===== src/rtl/dmux8_mask_sequencer_if.sv =====
// Handshake/bus bundle between a mask source and the demux sequencer.
// The sequencer drives in/sel/busy/done/count; the source drives start/mask/hold.
`timescale 1ns/1ps
interface dmux8_mask_sequencer_if;
    logic       start;
    logic [7:0] mask;
    logic       hold;
    logic       in;
    logic [0:2] sel;
    logic       busy;
    logic       done;
    logic [3:0] count;

    modport master (output start, mask, hold, input in, sel, busy, done, count);
    modport slave  (input start, mask, hold, output in, sel, busy, done, count);
endinterface


===== src/rtl/dmux8_mask_sequencer.sv =====
// Walks an 8-bit destination mask and issues one registered demux strobe per set bit.
// HIGH_FIRST selects whether the highest or the lowest pending index goes first.
`timescale 1ns/1ps
module dmux8_mask_sequencer #(
    parameter bit HIGH_FIRST = 1'b0
) (
    input logic                   clk,
    input logic                   reset,
    dmux8_mask_sequencer_if.slave bus
);
    localparam int unsigned N_DEST = 8;
    localparam int unsigned IDX_W  = 3;
    localparam int unsigned CNT_W  = 4;

    typedef enum logic [1:0] {IDLE, RUN, DONE} state_t;

    state_t            state_q, state_d;
    logic [N_DEST-1:0] pending_q, pending_d;
    logic              in_q, in_d;
    logic [0:IDX_W-1]  sel_q, sel_d;
    logic              busy_q, busy_d;
    logic              done_q, done_d;
    logic [CNT_W-1:0]  count_q, count_d;

    logic [N_DEST-1:0] scan_src;
    logic [IDX_W-1:0]  idx;
    logic [N_DEST-1:0] idx_bit;

    // First set bit of v in the configured scan order.
    function automatic logic [IDX_W-1:0] first_set(input logic [N_DEST-1:0] v);
        logic [IDX_W-1:0] r;
        r = '0;
        for (int i = 0; i < int'(N_DEST); i++) begin
            if (HIGH_FIRST) begin
                if (v[IDX_W'(i)]) r = IDX_W'(i);
            end else begin
                if (v[IDX_W'(int'(N_DEST) - 1 - i)]) r = IDX_W'(int'(N_DEST) - 1 - i);
            end
        end
        return r;
    endfunction

    // The first strobe is issued on the accepting edge, so IDLE scans the live mask.
    always_comb begin
        scan_src = (state_q == IDLE) ? bus.mask : pending_q;
        idx      = first_set(scan_src);
        idx_bit  = N_DEST'(1) << idx;
    end

    always_ff @(posedge clk or posedge reset) begin
        if (reset) begin
            state_q   <= IDLE;
            pending_q <= '0;
            in_q      <= 1'b0;
            sel_q     <= '0;
            busy_q    <= 1'b0;
            done_q    <= 1'b0;
            count_q   <= '0;
        end else begin
            state_q   <= state_d;
            pending_q <= pending_d;
            in_q      <= in_d;
            sel_q     <= sel_d;
            busy_q    <= busy_d;
            done_q    <= done_d;
            count_q   <= count_d;
        end
    end

    // RUN with pending empty means the last strobe is on the pins; finish next.
    always_comb begin
        state_d   = state_q;
        pending_d = pending_q;
        in_d      = 1'b0;
        sel_d     = sel_q;
        busy_d    = 1'b0;
        done_d    = 1'b0;
        count_d   = count_q;
        case (state_q)
            IDLE: begin
                if (bus.start) begin
                    count_d = '0;
                    if (bus.mask != '0) begin
                        pending_d = bus.mask & ~idx_bit;
                        in_d      = 1'b1;
                        sel_d     = {idx[0], idx[1], idx[2]};
                        busy_d    = 1'b1;
                        count_d   = CNT_W'(1);
                        state_d   = RUN;
                    end else begin
                        pending_d = '0;
                        done_d    = 1'b1;
                        state_d   = DONE;
                    end
                end
            end
            RUN: begin
                if (pending_q == '0) begin
                    done_d  = 1'b1;
                    state_d = DONE;
                end else if (bus.hold) begin
                    busy_d = 1'b1;
                end else begin
                    pending_d = pending_q & ~idx_bit;
                    in_d      = 1'b1;
                    sel_d     = {idx[0], idx[1], idx[2]};
                    busy_d    = 1'b1;
                    count_d   = count_q + CNT_W'(1);
                end
            end
            DONE: begin
                state_d = IDLE;
            end
            default: begin
                state_d = IDLE;
            end
        endcase
    end

    assign bus.in    = in_q;
    assign bus.sel   = sel_q;
    assign bus.busy  = busy_q;
    assign bus.done  = done_q;
    assign bus.count = count_q;
endmodule


===== src/flat_wrapper.sv =====
// flat-port wrapper written by rule: the top's interface ports become plain ports
module dmux8_mask_sequencer_flat 
#(
    parameter bit HIGH_FIRST = 1'b0
)
  (clk, reset, bus_start, bus_mask, bus_hold, bus_in, bus_sel, bus_busy, bus_done, bus_count);
  dmux8_mask_sequencer_if bus_i ();
  input logic clk;
  input logic reset;
  input wire logic [$bits(bus_i.start)-1:0] bus_start;
  input wire logic [$bits(bus_i.mask)-1:0] bus_mask;
  input wire logic [$bits(bus_i.hold)-1:0] bus_hold;
  output wire logic [$bits(bus_i.in)-1:0] bus_in;
  output wire logic [$bits(bus_i.sel)-1:0] bus_sel;
  output wire logic [$bits(bus_i.busy)-1:0] bus_busy;
  output wire logic [$bits(bus_i.done)-1:0] bus_done;
  output wire logic [$bits(bus_i.count)-1:0] bus_count;
  assign bus_i.start = bus_start;
  assign bus_i.mask = bus_mask;
  assign bus_i.hold = bus_hold;
  assign bus_in = bus_i.in;
  assign bus_sel = bus_i.sel;
  assign bus_busy = bus_i.busy;
  assign bus_done = bus_i.done;
  assign bus_count = bus_i.count;
  dmux8_mask_sequencer #(.HIGH_FIRST(HIGH_FIRST)) u_core (.clk(clk), .reset(reset), .bus(bus_i));
endmodule

===== config.mk =====
export PLATFORM = sky130hd
export DESIGN_NAME = dmux8_mask_sequencer_flat
export DESIGN_NICKNAME = d
export VERILOG_FILES = /design/src/rtl/dmux8_mask_sequencer_if.sv /design/src/rtl/dmux8_mask_sequencer.sv /design/src/flat_wrapper.sv
export SDC_FILE = /design/constraint.sdc
export NUM_CORES = 1
export LEC_CHECK = 0
export CAP_MARGIN = 20
export CORE_ASPECT_RATIO = 0.8
export CORE_UTILIZATION = 40
export DETAILED_ROUTE_END_ITERATION = 16
export PLACE_DENSITY = 0.77
export REMOVE_ABC_BUFFERS = 1
export SKIP_CTS_REPAIR_TIMING = 1
export SLEW_MARGIN = 20
export SYNTH_ARGS = -nofsm -noshare
export SYNTH_HDL_FRONTEND = slang
export SYNTH_SLANG_ARGS = --single-unit

===== constraint.sdc =====
create_clock -name clk -period 1.8 [get_ports clk]
set_input_delay 0.36 -clock clk [delete_from_list [all_inputs] [get_ports clk]]
set_output_delay 0.36 -clock clk [all_outputs]
set_load 0.05 [all_outputs]

== Word-level counts from Yosys, hierarchy flattened ==
Index checks and enable logic that the tools add are counted.
Operators by class
  add/subtract/negate cells: 1
  eq/ne operators: 6
  shift-type cells: 1
  multiplexer cells: 35
  bitwise operators: 3
  reductions and logical operators: 7
Operators by type and width (count)
  8-bit 2-to-1 mux: 4
  3-bit 2-to-1 mux: 8
  8-bit AND: 2
  4-bit 2-to-1 mux: 4
  8-bit case mux with 2 select lines: 1
  1-bit 2-to-1 mux: 9
  8-bit logical NOT: 1
  2-bit != test (second input constant): 4
  8-bit NOT: 1
  4-bit case mux with 2 select lines: 1
  8-bit nonzero test: 1
  1-bit by 3-bit << shifter with 8-bit output (first input constant): 1
  2-bit 2-to-1 mux: 3
  1-bit case mux with 2 select lines: 3
  3-bit case mux with 2 select lines: 1
  5-bit AND reduction: 1
  4-bit by 1-bit adder with 4-bit output (second input constant): 1
  2-bit case mux with 2 select lines: 1
  4-bit AND reduction: 1
  2-bit by 1-bit equality test with 1-bit output (second input constant): 1
  2-bit logical NOT: 1
  2-bit by 1-bit != test with 1-bit output (second input constant): 1
  2-bit AND reduction: 1
  2-bit nonzero test: 1
Storage, ports and cells
  flip-flop bits (word level): 20
  word-level logic and storage cells: 60

== Depth between registers and ports, before layout ==
Gate-level depths: netlist (run 1).
  depth in word-level cells: 12
  gate-level depth with buffers: 6
  mapped depth without buffers: 4

== Least setup slack after synthesis (run 1) ==
No wires, ideal clock.
  path kind: flip-flop to flip-flop
  start point: register u_core.pending_q[2]
  end point: register u_core.sel_q (netlist bit u_core.bus.sel[1])
  library setup time: 0.128 ns
  arrival time: 1.588 ns
  required time: 1.672 ns
  slack: 0.084 ns
  stages on the path, launching flop included: 5
  path through: dfrtp_1 -> or4_4 -> nor2_2 -> o32a_2 -> mux2_1
Between the ends
  cells in the longest elaborated chain, start to end: 7
  elaborated cells between the ends (all ways): 12
  those cells by class: 1 x eq/ne; 9 x mux; 2 x reduce/logical
RTL lines
  start, declared: RTL line dmux8_mask_sequencer.sv:18  | logic [N_DEST-1:0] pending_q, pending_d;
  start signal, assigned: RTL line dmux8_mask_sequencer.sv:61  | pending_q <= pending_d;
  4-bit 2-to-1 mux: RTL line dmux8_mask_sequencer.sv:45  | scan_src = (state_q == IDLE) ? bus.mask : pending_q;
  3-bit 2-to-1 mux (3 in a row): RTL line dmux8_mask_sequencer.sv:37  | if (v[IDX_W'(int'(N_DEST) - 1 - i)]) r = IDX_W'(int'(N_DEST) - 1 - i);
  3-bit 2-to-1 mux (on tied branches): RTL line dmux8_mask_sequencer.sv:101, dmux8_mask_sequencer.sv:83
  3-bit 2-to-1 mux (on tied branches): RTL line dmux8_mask_sequencer.sv:98, dmux8_mask_sequencer.sv:81
  3-bit case mux with 2 select lines: RTL line dmux8_mask_sequencer.sv:79  | case (state_q)
  end signal, assigned: RTL line dmux8_mask_sequencer.sv:63  | sel_q <= sel_d;
  end, declared: RTL line dmux8_mask_sequencer.sv:20  | logic [0:IDX_W-1] sel_q, sel_d;
Several ways; a longest one is shown, not always the timed one. The select of a mux whose other input is x is not followed.
A chain may end at the register's enable or synchronous reset.

== Final worst setup path (run 1) ==
  start point: register u_core.pending_q[6]
  end point: register u_core.count_q[3] (netlist: u_core.bus.count[3])
Between the ends
  cells in the longest elaborated chain, start to end: 3
RTL lines
  8-bit logical NOT: RTL line dmux8_mask_sequencer.sv:98  | if (pending_q == '0) begin
  2-bit != test (no source line)
  4-bit AND reduction (no source line)
  end signal, assigned: RTL line dmux8_mask_sequencer.sv:66  | count_q <= count_d;
  end, declared: RTL line dmux8_mask_sequencer.sv:23  | logic [CNT_W-1:0] count_q, count_d;
Every way passes these cells.

==> results of run 1 <==
## per-stage QoR
step / hold slack [ps] / worst slack, ps / TNS, ps
2_1_floorplan: 311 / 43.0 / 0
3_3_place_gp: 461 / -239 / -1270
3_5_place_dp: 473 / -274 / -1790
4_1_cts: 366 / -176 / -875
5_1_grt: 381 / -79.9 / -200
6_report: 359 / 2.02 / 0
## Yosys cell counts (2+ instances only)
library cell	n	share of area (%)
dfrtp_1	19	49
nand2_1	16	6.2
a21oi_1	7	3.6
inv_1	5	1.9
o21ai_0	4	2.1
or4_1	3	2.3
buf_6	2	2.3
mux2i_1	2	2.1
nand2b_1	2	1.3
nand3_1	2	1.0
nor2_1	2	0.77
nor2_2	2	1.3
nor2b_1	2	1.3
o21ai_1	2	1.0
o22a_2	2	2.1
o22ai_1	2	1.3
o31ai_1	2	1.5
or3_1	2	1.3
or4_4	2	2.3
## worst min path at each step
stage | slack, ps | start | end
6_report | 360 | reset | u_core.bus.count[0]
5_1_grt | 380 | reset | u_core.state_q[1]
4_1_cts | 370 | reset | u_core.bus.sel[1]
3_5_place_dp | 470 | u_core.pending_q[5] | u_core.pending_q[5]
3_3_place_gp | 460 | u_core.pending_q[5] | u_core.pending_q[5]
2_1_floorplan | 310 | reset | u_core.bus.busy
## metal layers
layer  wire length, µm  part of all wire [%]  vias up  GRT usage (%)
li1                  -                     -      432              -
met1              1080                    46      441           24.3
met2              1170                    49       18           34.4
met3                83                   3.5        5           5.06
met4                42                   1.8        0           7.80
met5                 0                     0        -              0
## where the power goes
part / internal [mW] / total [mW] / switching, mW
clock network: 0.0831 / 0.221 / 0.138
logic: 0.581 / 1.31 / 0.726
registers: 0.598 / 0.748 / 0.149
## registers in the layout, summed over array words and instances, names as in the netlist
name              cells
u_core.pending_q      8
u_core.bus.count      4
u_core.bus.sel        2
u_core.state_q        2
u_core.bus.busy       1
u_core.bus.done       1
u_core.bus.in         1
## area by class of cell
| cell class | count | share of cell area, % |
|---|---|---|
| sequential | 19 | 34.7 |
| multi-input combinational | 69 | 34.2 |
| timing repair buffer | 42 | 25.4 |
| tap | 25 | 2.28 |
| clock buffer | 3 | 1.64 |
| inverter | 5 | 1.37 |
| clock inverter | 1 | 0.365 |
## critical path: cells and delay by family, from the launching register on
kind	cells	cell delay, ps
compound gates	3	580
buf+inv	1	190
flops	1	390
simple gates	1	570
## kinds of logic after synthesis
logic type	share of synthesized area, %
and+or+nand+nor	24.0
AOI/OAI and AO/OA	16.9
DFF	48.7
buffers and inverters	5.51
muxes	3.21
adders and majority gates	1.28
other	0.384
==> flow_summary.ini, run 1 <==
[drt]
avgRoutedWirePerCell_um = 14.5
dr_total_vias = 896
wl_um = 2380
drtIter0Drc = 32
drc = 2
vias_per_cell = 5.46
ant_nets = 0
first_pass_iters = 10

[synth]
synthArstFlopShare_pct = 100
yosysWarnings = 0
ys_types = 36
syn-cell-area_um2 = 976
synth.avg_cell_area_um2 = 10.1
yosys_most_used_dff = dfrtp_1
synth_edf_count = 0
ys_ff_latch = 19
seq_area_frac_synth_pct = 48.7
syn_inst = 97

[run]
maxCapViolations = 0

[clock_tree]
clk_latency_ps = 310
clk_pin_slew_ps = 110
root_buffer = clkbuf_4
cts_buffers = 3
clock_path_buffers = 2
tritoncts = yes
clkSinkCount = 19
cts_htree_levels = 1

[placed_design]
post-dp-hpwl_um = 1730
portBuffers = 20
dp_cells = 158
placed_area_mm2 = 0.00130
gp_congestion = 0.867

[worst_setup_path]
crit_path_max_fanout = 7
r2r_slack_ps = 2
end_kind = register
r2r_start = u_core.pending_q[6]
crit_end = u_core.bus.count[3]
critical_path_class = register to register
worstReg2RegEnd = u_core.bus.count[3]
startpoint_type = register
max_stage_delay_ps = 570
cp.arrival_ps = 2030
required_ps = 2040
r2r_cells = 5
crit_slowest_cell = or4_4
startpoint = u_core.pending_q[6]
path_cells = or4_4 > o32ai_4 > buf_4 > o21ai_2 > a21oi_1

[grt]
grt_overflow_total = 0
track_usage_pct = 19.9
grt_max_degree = 20
grt_antenna_before_repair = 0
grt_pass1_vias = 857
grt_pass1_wl_um = 3790

[cells_and_area]
syn2layout_area_growth_pct = 40.4
seqCellArea_um2 = 475
n_fill_cell = 179
n_antenna_cell = 0
drive_gt1_share_pct = 33.1
multi_input_comb_area_um2 = 469
layout_commonest_cell = buf_4
final_cell_mix = buf_4 (30), dfrtp_1 (19), nand2_1 (16)
layoutNonFillerInstCount = 164
final_core_utilization_pct = 61.3
postLayoutCellArea_mm2 = 0.00137
nNetsFinal = 153

[sta]
fmax_ghz = 0.556
fin_crit_sh_pct = 99.9
finClkSkew_ps = 3.86
tightest_slew_ps = 498
rsz0062_at_grt = yes
slew_viol_final = 0
fin_crit_ps = 1800
hold_viol_final = 0
setup_viol = 0
slew_headroom_pct = 66.8

[power_and_ir_drop]
max-vdd-ir-drop_uv = 627
powerDensity_mw_per_mm2 = 1660
p_leak_nw = 0.640
total_power_mw = 2.28

[floorplanning]
ios = 22
coreArea_mm2 = 0.00223
rows = 15
die_area_mm2 = 0.00264
die_h_um = 46.2
dieWidth_um = 57.2
start_util_pct = 43.7

[run_status]
outcome = finished with violations
violations = DRC

[min_path]
min_path_type = input pin to async pin
(Power assumes the default switching activity.)
==> run 2, diff against run 1 <==
--- a/config.mk
+++ b/config.mk
@@ -9,6 +9,8 @@
 export CORE_ASPECT_RATIO = 0.8
 export CORE_UTILIZATION = 40
 export DETAILED_ROUTE_END_ITERATION = 16
+export GPL_ROUTABILITY_DRIVEN = 0
+export GPL_TIMING_DRIVEN = 0
 export PLACE_DENSITY = 0.77
 export REMOVE_ABC_BUFFERS = 1
 export SKIP_CTS_REPAIR_TIMING = 1
==> run 2 against run 1 <==
  * The run ends with DRC, setup timing left
  * Die area is the same
  * Setup slack lost 3.5 ps
  * Sequential power is essentially flat
  * Critical path type unchanged
==> flow_summary.ini, run 2 (synthesized netlist as in run 1, its figures left out) <==
[grt]
grt_pass1_wl_um = 3010
grt_overflow_total = 0
track_usage_pct = 15.7
grt_max_degree = 20
grt_pass1_vias = 646
grt_antenna_before_repair = 0

[drt]
wl_um = 2200
drc = 1
ant_nets = 0
drtIter0Drc = 47
dr_total_vias = 838
avgRoutedWirePerCell_um = 14.9
first_pass_iters = 11
vias_per_cell = 5.66

[power_and_ir_drop]
p_seq_share_pct = 34.4
clockPowerShare_pct = 9.8
p_leak_nw = 0.682
max-vdd-ir-drop_uv = 426
switching_power_mw = 0.983
powerDensity_mw_per_mm2 = 1640
sw_frac_of_total_pct = 45.0
p_int_mw = 1.20
share_comb_of_total_power_pct = 55.8

[worst_setup_path]
crit_family = simple AND/OR/NAND/NOR gates
max_stage_delay_ps = 590
cp_num_buf_inv = 0
crit_slowest_cell = or4_4
end_kind = register
critical_path_class = register to register
crit_path_max_fanout = 4
cp.arrival_ps = 2000
startpoint_type = register
required_ps = 2000
path_cells = or4_4 > nor2_4 > o32a_2 > mux2_1

[placed_design]
pre_cts_ws_ps = -509
portBuffers = 20
dp_cells = 138
post-dp-hpwl_um = 1380

[floorplanning]
rows = 15
die_area_mm2 = 0.00264
ios = 22
start_util_pct = 43.7
dieWidth_um = 57.2
die_h_um = 46.2
coreArea_mm2 = 0.00223

[sta]
fmax_ghz = 0.555
worst_slack_ps = -1.43
fin_crit_ps = 1800
fin_crit_sh_pct = 100
slew_viol_final = 0
whs_ps = 446
slew_headroom_pct = 53.3
finClkSkew_ps = 2.87
hold_viol_final = 0
tightest_slew_ps = 699
setup_viol = 1

[cells_and_area]
layoutNonFillerInstCount = 148
n_fill_cell = 187
syn2layout_area_growth_pct = 36.4
layout_commonest_cell = dfrtp_1
drive_gt1_share_pct = 22.0
top_register = u_core.pending_q
largest_reg_flops = 8
final_cell_mix = dfrtp_1 (17), nand2_1 (15), dlymetal6s2s_1 (12)
nNetsFinal = 137
n_antenna_cell = 0

[run_status]
violations = DRC, setup timing
outcome = finished with violations

[clock_tree]
cts_htree_levels = 1
clk_pin_slew_ps = 100
cts_buffers = 3
clock_path_buffers = 2
clkSinkCount = 19
tritoncts = yes
root_buffer = clkbuf_4
clk_latency_ps = 310

[run]
maxCapViolations = 0

[min_path]
min_path_type = input pin to async pin
## run 2: cell types whose count changed in the layout (fill, tap and decap cells not counted), sizes merged
| cell | before | now |
|---|---|---|
| dlymetal6s2s | 1 | 12 |
| buf | 30 | 6 |
| clkdlybuf4s50 | 11 | 8 |
## run 2: layer usage
layer  track usage [%]  vias up  wire length [µm]
met5                 0        -                 0
met4              5.85        0                19
met3              5.06        3               127
met2              25.2       36              1120
met1              20.2      398               940
li1                  -      401                 -
## run 2: path summary, 6_finish.rpt
kind	startpoint	endpoint	slack (ps)	cells past startpoint
max	u_core.pending_q[2]	u_core.bus.sel[1]	-1	4
min	reset	u_core.bus.done	450	2
max reg2reg	u_core.pending_q[2]	u_core.bus.sel[1]	-1	4
min reg2reg	u_core.pending_q[6]	u_core.pending_q[6]	500	2
max in group asynchronous	reset	u_core.state_q[0]	870	2
min in group clk	u_core.pending_q[6]	u_core.pending_q[6]	500	2
## run 2: through the flow
stage               area [µm²]  util [%]  power (mW)  TNS [ps]
CTS                       1200      53.7        2.03     -1790
global placement          1170      52.5        1.80     -3580
finish                    1330      59.6        2.18     -1.43
global route              1330      59.6        2.31     -67.0
detailed placement        1170      52.5        1.82     -3720
floorplan                  941         -        1.51         0
## run 2: cell type report
cell class | instances | area [µm²] | area share (%)
clock buffers | 3 | 22.5 | 1.69
clock inverters | 1 | 5.00 | 0.376
inverters | 5 | 18.8 | 1.41
multi-input cells | 69 | 488 | 36.7
flip-flops and latches | 19 | 478 | 35.9
well taps | 25 | 31.3 | 2.35
repair buffers | 26 | 288 | 21.6
## run 2: power by group through the flow
stage | clock (mW) | combinational [mW] | sequential [mW]
final | 0.215 | 1.22 | 0.750
after global routing | 0.243 | 1.29 | 0.771
after CTS | 0.220 | 1.07 | 0.740
after detailed placement | 0 | 1.07 | 0.749
after global placement | 0 | 1.06 | 0.744
after floorplan | 0 | 0.502 | 1.01
==> run 3, diff against run 2 <==
--- a/config.mk
+++ b/config.mk
@@ -5,9 +5,10 @@
 export SDC_FILE = /design/constraint.sdc
 export NUM_CORES = 1
 export LEC_CHECK = 0
-export CAP_MARGIN = 20
+export CAP_MARGIN = 25
 export CORE_ASPECT_RATIO = 0.8
 export CORE_UTILIZATION = 40
+export CTS_CLUSTER_SIZE = 12
 export DETAILED_ROUTE_END_ITERATION = 16
 export GPL_ROUTABILITY_DRIVEN = 0
 export GPL_TIMING_DRIVEN = 0
==> results of run 3 <==
Same layout as run 2: the final DEF is identical, and so are final timing and power.
